**config.mk**
```make
export PLATFORM = sky130hd
export DESIGN_NAME = calc_ctrl
export DESIGN_NICKNAME = d
export VERILOG_FILES = /design/src/rtl/calc_ctrl.sv
export SDC_FILE = /design/constraint.sdc
export NUM_CORES = 1
export LEC_CHECK = 0
export CAP_MARGIN = 20
export CORE_MARGIN = 1
export CORE_UTILIZATION = 55
export CTS_CLUSTER_SIZE = 12
export DETAILED_ROUTE_END_ITERATION = 10
export PLACE_DENSITY = 0.8
export SLEW_MARGIN = 15
export SYNTH_ARGS = -nofsm -noshare
export SYNTH_HDL_FRONTEND = slang
export SYNTH_SLANG_ARGS = --single-unit
```
**constraint.sdc**
```tcl
create_clock -name clk -period 6.3 [get_ports clk]
set_input_delay 1.26 -clock clk [delete_from_list [all_inputs] [get_ports clk]]
set_output_delay 1.26 -clock clk [all_outputs]
set_load 0.005 [all_outputs]
```
**src/rtl/calc_ctrl.sv**
```systemverilog
// calc_ctrl: command sequencer and accumulator for the calculator's 16-bit ALU.
//
// Accepts one command at a time (cmd_valid/cmd_ready). Drives the external
// combinational ALU for exactly one cycle (EXEC), captures its result into the
// accumulator, and returns the result on res_valid/res_ready.
//
// Ports:
//   clk, reset           clock, asynchronous active-high reset
//   cmd_valid/cmd_ready  command handshake; cmd_op (4b) opcode, cmd_data (16b) operand
//   alu_sel/alu_a/alu_b  to the ALU; nonzero only during EXEC
//   alu_y                ALU result (truncated to 16 bits)
//   res_valid/res_ready  result handshake; res_data (16b) held stable while pending
//   acc                  accumulator, for the display
//   flag_zero/flag_carry status of the last ALU result
//   err                  sticky illegal-opcode flag, cleared by CLEAR

module calc_ctrl (
    input  logic        clk,
    input  logic        reset,
    input  logic        cmd_valid,
    output logic        cmd_ready,
    input  logic [3:0]  cmd_op,
    input  logic [15:0] cmd_data,
    output logic [3:0]  alu_sel,
    output logic [15:0] alu_a,
    output logic [15:0] alu_b,
    input  logic [15:0] alu_y,
    output logic        res_valid,
    input  logic        res_ready,
    output logic [15:0] res_data,
    output logic [15:0] acc,
    output logic        flag_zero,
    output logic        flag_carry,
    output logic        err
);

    localparam logic [3:0] OpAdd    = 4'd8;
    localparam logic [3:0] OpSub    = 4'd9;
    localparam logic [3:0] OpMul    = 4'd10;
    localparam logic [3:0] OpLoad   = 4'd11;
    localparam logic [3:0] OpClear  = 4'd12;
    localparam logic [3:0] OpRepeat = 4'd13;

    typedef enum logic [1:0] {StIdle, StExec, StResp} state_t;

    state_t      state;
    logic [3:0]  op_q;      // latched opcode
    logic [15:0] data_q;    // latched operand
    logic        use_alu_q; // EXEC takes its result from the ALU
    logic        last_vld_q;
    logic [3:0]  last_op_q;
    logic [15:0] last_b_q;

    // The ALU only returns 16 bits, so carry/borrow are rebuilt from its inputs.
    logic [16:0] sum_wide;
    logic [31:0] prod_wide;
    logic        carry;

    assign sum_wide  = {1'b0, alu_a} + {1'b0, alu_b};
    assign prod_wide = {16'd0, alu_a} * {16'd0, alu_b};

    always_comb begin
        carry = 1'b0;
        case (alu_sel)
            OpAdd:   carry = (sum_wide > 17'h0FFFF);
            OpSub:   carry = (alu_a < alu_b);
            OpMul:   carry = (prod_wide > 32'h0000FFFF);
            default: carry = 1'b0;
        endcase
    end

    always_ff @(posedge clk or posedge reset) begin
        if (reset) begin
            state      <= StIdle;
            cmd_ready  <= 1'b1;
            res_valid  <= 1'b0;
            res_data   <= 16'd0;
            acc        <= 16'd0;
            alu_sel    <= 4'd0;
            alu_a      <= 16'd0;
            alu_b      <= 16'd0;
            flag_zero  <= 1'b0;
            flag_carry <= 1'b0;
            err        <= 1'b0;
            op_q       <= 4'd0;
            data_q     <= 16'd0;
            use_alu_q  <= 1'b0;
            last_vld_q <= 1'b0;
            last_op_q  <= 4'd0;
            last_b_q   <= 16'd0;
        end else begin
            case (state)
                StIdle: begin
                    if (cmd_valid && cmd_ready) begin
                        op_q      <= cmd_op;
                        data_q    <= cmd_data;
                        cmd_ready <= 1'b0;
                        state     <= StExec;
                        // ALU inputs are registered so they are valid for all of EXEC.
                        if (cmd_op <= OpMul) begin
                            alu_sel   <= cmd_op;
                            alu_a     <= acc;
                            alu_b     <= cmd_data;
                            use_alu_q <= 1'b1;
                        end else if (cmd_op == OpRepeat && last_vld_q) begin
                            alu_sel   <= last_op_q;
                            alu_a     <= acc;
                            alu_b     <= last_b_q;
                            use_alu_q <= 1'b1;
                        end else begin
                            use_alu_q <= 1'b0;
                        end
                    end
                end

                StExec: begin
                    state     <= StResp;
                    res_valid <= 1'b1;
                    alu_sel   <= 4'd0;
                    alu_a     <= 16'd0;
                    alu_b     <= 16'd0;
                    if (use_alu_q) begin
                        acc        <= alu_y;
                        res_data   <= alu_y;
                        flag_zero  <= (alu_y == 16'd0);
                        flag_carry <= carry;
                        // Op 0 is never recorded as a repeatable op.
                        if (alu_sel != 4'd0) begin
                            last_vld_q <= 1'b1;
                            last_op_q  <= alu_sel;
                            last_b_q   <= alu_b;
                        end
                    end else begin
                        case (op_q)
                            OpLoad: begin
                                acc      <= data_q;
                                res_data <= data_q;
                            end
                            OpClear: begin
                                acc        <= 16'd0;
                                res_data   <= 16'd0;
                                err        <= 1'b0;
                                flag_zero  <= 1'b0;
                                flag_carry <= 1'b0;
                                last_vld_q <= 1'b0;
                                last_op_q  <= 4'd0;
                                last_b_q   <= 16'd0;
                            end
                            4'd14, 4'd15: begin
                                err      <= 1'b1;
                                res_data <= acc;
                            end
                            // REPEAT with nothing recorded: report acc unchanged.
                            default: res_data <= acc;
                        endcase
                    end
                end

                StResp: begin
                    if (res_ready) begin
                        res_valid <= 1'b0;
                        cmd_ready <= 1'b1;
                        state     <= StIdle;
                    end
                end

                default: begin
                    state     <= StIdle;
                    cmd_ready <= 1'b1;
                    res_valid <= 1'b0;
                end
            endcase
        end
    end

endmodule
```
==> results.md <==
* Vias at 11,240
* Max-cap violations at 0
* Synth top cells by count: inv_1 (270), fa_1 (195), nand2_1 (183)
* Vias in the first global route at around 11,000
* Slew @ Worst Pin at ~1100 ps
* Final Hold Vio Count at 0
* DRT iter0 DRCs at just over 800
* Gpl congestion at ~0.95
* Longest Clk Path Bufs at 2
* Period utilisation layout at between 90% and 100%
* Syn nets at 1,854
* Syn avg cell area at between 9 and 10 um^2
* Synth warn at 0
* CP endpoint kind: register
* Reg2reg end: flag_carry
* WS Path Type: register to register
* Routed vias/inst at 5.767
* Die W at between 150 and 200 um
* CTS Sinks at between 100 and 150
* First-pass GRT wire length at ~59,000 um
* Post-synth EDFFs at 0
* Largest net degree at the start of global routing at 60
* Drt first pass iters at 5
* Die H at around 160 um
* Mapped Area at approximately 14,000 um^2
* Startpoint types: register
* Status: finished clean
* Crit-path cells: buf_4 -> and2_1 -> fa_1 -> inv_1 -> fa_1 -> fa_1 -> inv_1 -> fa_1 -> fa_1 -> inv_1 -> fa_1 -> inv_1 -> ha_2 -> a21oi_2 -> o211ai_1 -> a41oi_2 -> a311oi_2 -> nand2b_4 -> buf_4 -> a221oi_4 -> mux2i_1 -> a41oi_1
* Worst relative slew slack at 27.98%
* Slew Viols, Final at 0
* Post-detail-place hpwl at ~29,000 um
* IO Pins at approximately 110
* Layout Nets at ~2,000
* Latest clock arrival within the worst-skew pair at ~360 ps
* Total negative slack at 0 ps
* Crit path time final at just over 6000 ps
* Core Region at between 20,000 and 25,000 um^2
* Crit Reg-Reg Startpoint: alu_b[6]
* DIE AREA at 25,570 um^2
* DR DRC count at 0
* CP dominant cell by count: fa_1
* Worst Hold Class: register to register
* P&R area growth vs syn at 18.67%
* Global Route Usage Sum at 29.58%
* Area share of the largest cell type after synthesis at about 28%
* CTS tree: built
* Clock Skew at 15.10 ps
* Layout cell share with drive strength beyond 1 at roughly an eighth
* Synth top area cells: fa_1 (28%), dfrtp_1 (18%), ha_1 (12%)
* Total length of routed wires at around 38,000 um
* Final setup violating endpoints at 0
* Cell taking the most area after synthesis: fa_1
* CTS Buf Count at 9
* Total congestion overflow at 0
* Initial antenna violation count at 0
* End point of the critical path: flag_carry
* Register area share after synthesis at 18.44%
* Synth async-reset ratio at between 90% and 100%
* Reg2Reg Setup Slack at 160 ps
* Worst R2R Path Depth at 22
* Dominant synthesized flop cell: dfrtp_1
* Yosys reg bits at a little over 100
* Worst path slowest cell: fa_1
* Clock transition at path regs at around 80 ps
* Worst Path Max Fanout at 5
* FP Rows at between 50 and 60
* Most numerous cell in the Yosys netlist: inv_1
* Starting Density at a little under three fifths
* Cell count after synthesis at roughly 1,500
* Routed length per instance at approximately 20 um
* H-tree depth at 3
* FMAX at between 150 and 200 MHz
* Crit path largest cell delay at approximately 550 ps
* DRT antenna net count at 0
* I/O Buffers at 112
* Worst path required time at roughly 6500 ps
* Root buf cell: clkbuf_16
* Count of cell types in the netlist at 74
* Worst Path Arrival at roughly 6400 ps
* CP startpoint: alu_b[6]
-- routing by layer --
| layer | share of wire (%) | up-vias | global-route usage, % |
|---|---|---|---|
| li1 | - | 5000 | - |
| met1 | 40 | 5648 | 39.47 |
| met2 | 49 | 506 | 49.15 |
| met3 | 7.3 | 81 | 4.364 |
| met4 | 3.6 | 0 | 10.87 |
| met5 | 0 | - | 0 |
-- registers in the layout, indices dropped and copies added (netlist names) --
name / cells
acc: 16
alu_a: 16
alu_b: 16
alu_sel: 4
cmd_ready: 1
data_q: 16
err: 1
flag_carry: 1
flag_zero: 1
last_b_q: 16
last_op_q: 4
last_vld_q: 1
op_q: 4
res_valid: 1
state: 2
use_alu_q: 1
-- critical path, delay by kind of cell, from the launching register on --
family          cells  cell delay, ps
compound gates      6            1100
fa+ha+maj           7            3390
buf+inv             6             510
flops               1             430
mux                 1             220
simple gates        2             340
-- worst min path at each step --
stage / from / to / slack [ps] / cells past startpoint
floorplan: last_vld_q / last_vld_q / 440 / 1
global placement: last_vld_q / last_vld_q / 460 / 1
detailed placement: last_vld_q / last_vld_q / 460 / 1
CTS: last_vld_q / last_vld_q / 480 / 1
global route: last_vld_q / last_vld_q / 510 / 1
finish: last_vld_q / last_vld_q / 480 / 1
-- layout make-up --
cell class / instances / area [um^2]
antenna: 1 / 2.502
tap: 324 / 405.4
clock inverter: 6 / 78.83
timing repair buffer: 214 / 1956
inverter: 270 / 1016
fill: 1895 / 8114
clock buffer: 10 / 229.0
multi-input combinational: 1022 / 10030
sequential: 101 / 2557
-- logic make-up after synthesis --
family	count (synthesis)	share of synthesized area, %
DFF	101	18.44
adders and majority gates	331	40.87
and+or+nand+nor	417	14.83
buffers and inverters	360	10.42
muxes	51	3.923
xor gates and xnor gates	9	0.5747
AOI/OAI and AO/OA	214	10.95
-- per-stage QoR --
step / hold WS, ps / util [%] / cell area, um^2 / setup slack [ps] / cells
2_1_floorplan: 444.1 / - / 13720 / 189.0 / 1483
5_1_grt: 505.8 / 66.72 / 16270 / -71.84 / 1947
3_3_place_gp: 456.0 / 62.98 / 15360 / 13.84 / 1896
4_1_cts: 481.3 / 64.26 / 15670 / 0.4641 / 1912
3_5_place_dp: 464.4 / 62.98 / 15360 / -50.56 / 1896
6_report: 477.1 / 66.73 / 16280 / 156.2 / 1948
-- what timing repair did --
action                     4_1_cts  5_1_grt
hold endpoints to repair         0        0
buffers inserted                 0       35
pin swaps                        0       37
hold buffers                     0        0
setup endpoints to repair        1        1
gates resized for setup          4       76
-- cells in the final DEF (no fill, tap or decap), types with 5 or more instances in the layout --
master	instances
a211oi_1	19
a21o_1	9
a21oi_1	28
a21oi_2	6
a22o_1	29
a22oi_1	19
a31oi_1	8
and2_1	102
buf_12	5
buf_4	92
clkbuf_16	9
clkdlybuf4s50_1	112
dfrtp_1	77
dfrtp_2	23
fa_1	192
ha_1	122
ha_2	5
ha_4	9
inv_1	269
mux2_2	22
mux2i_1	29
nand2_1	183
nand2b_1	7
nand3_1	11
nand4_1	5
nor2_1	55
nor3_1	10
nor4_1	7
o21ai_0	39
o21ai_1	5
o31ai_1	6
xor2_1	5
Power is not shown: default switching activity piles up to over one toggle a cycle in this logic, so the estimate is an artifact.
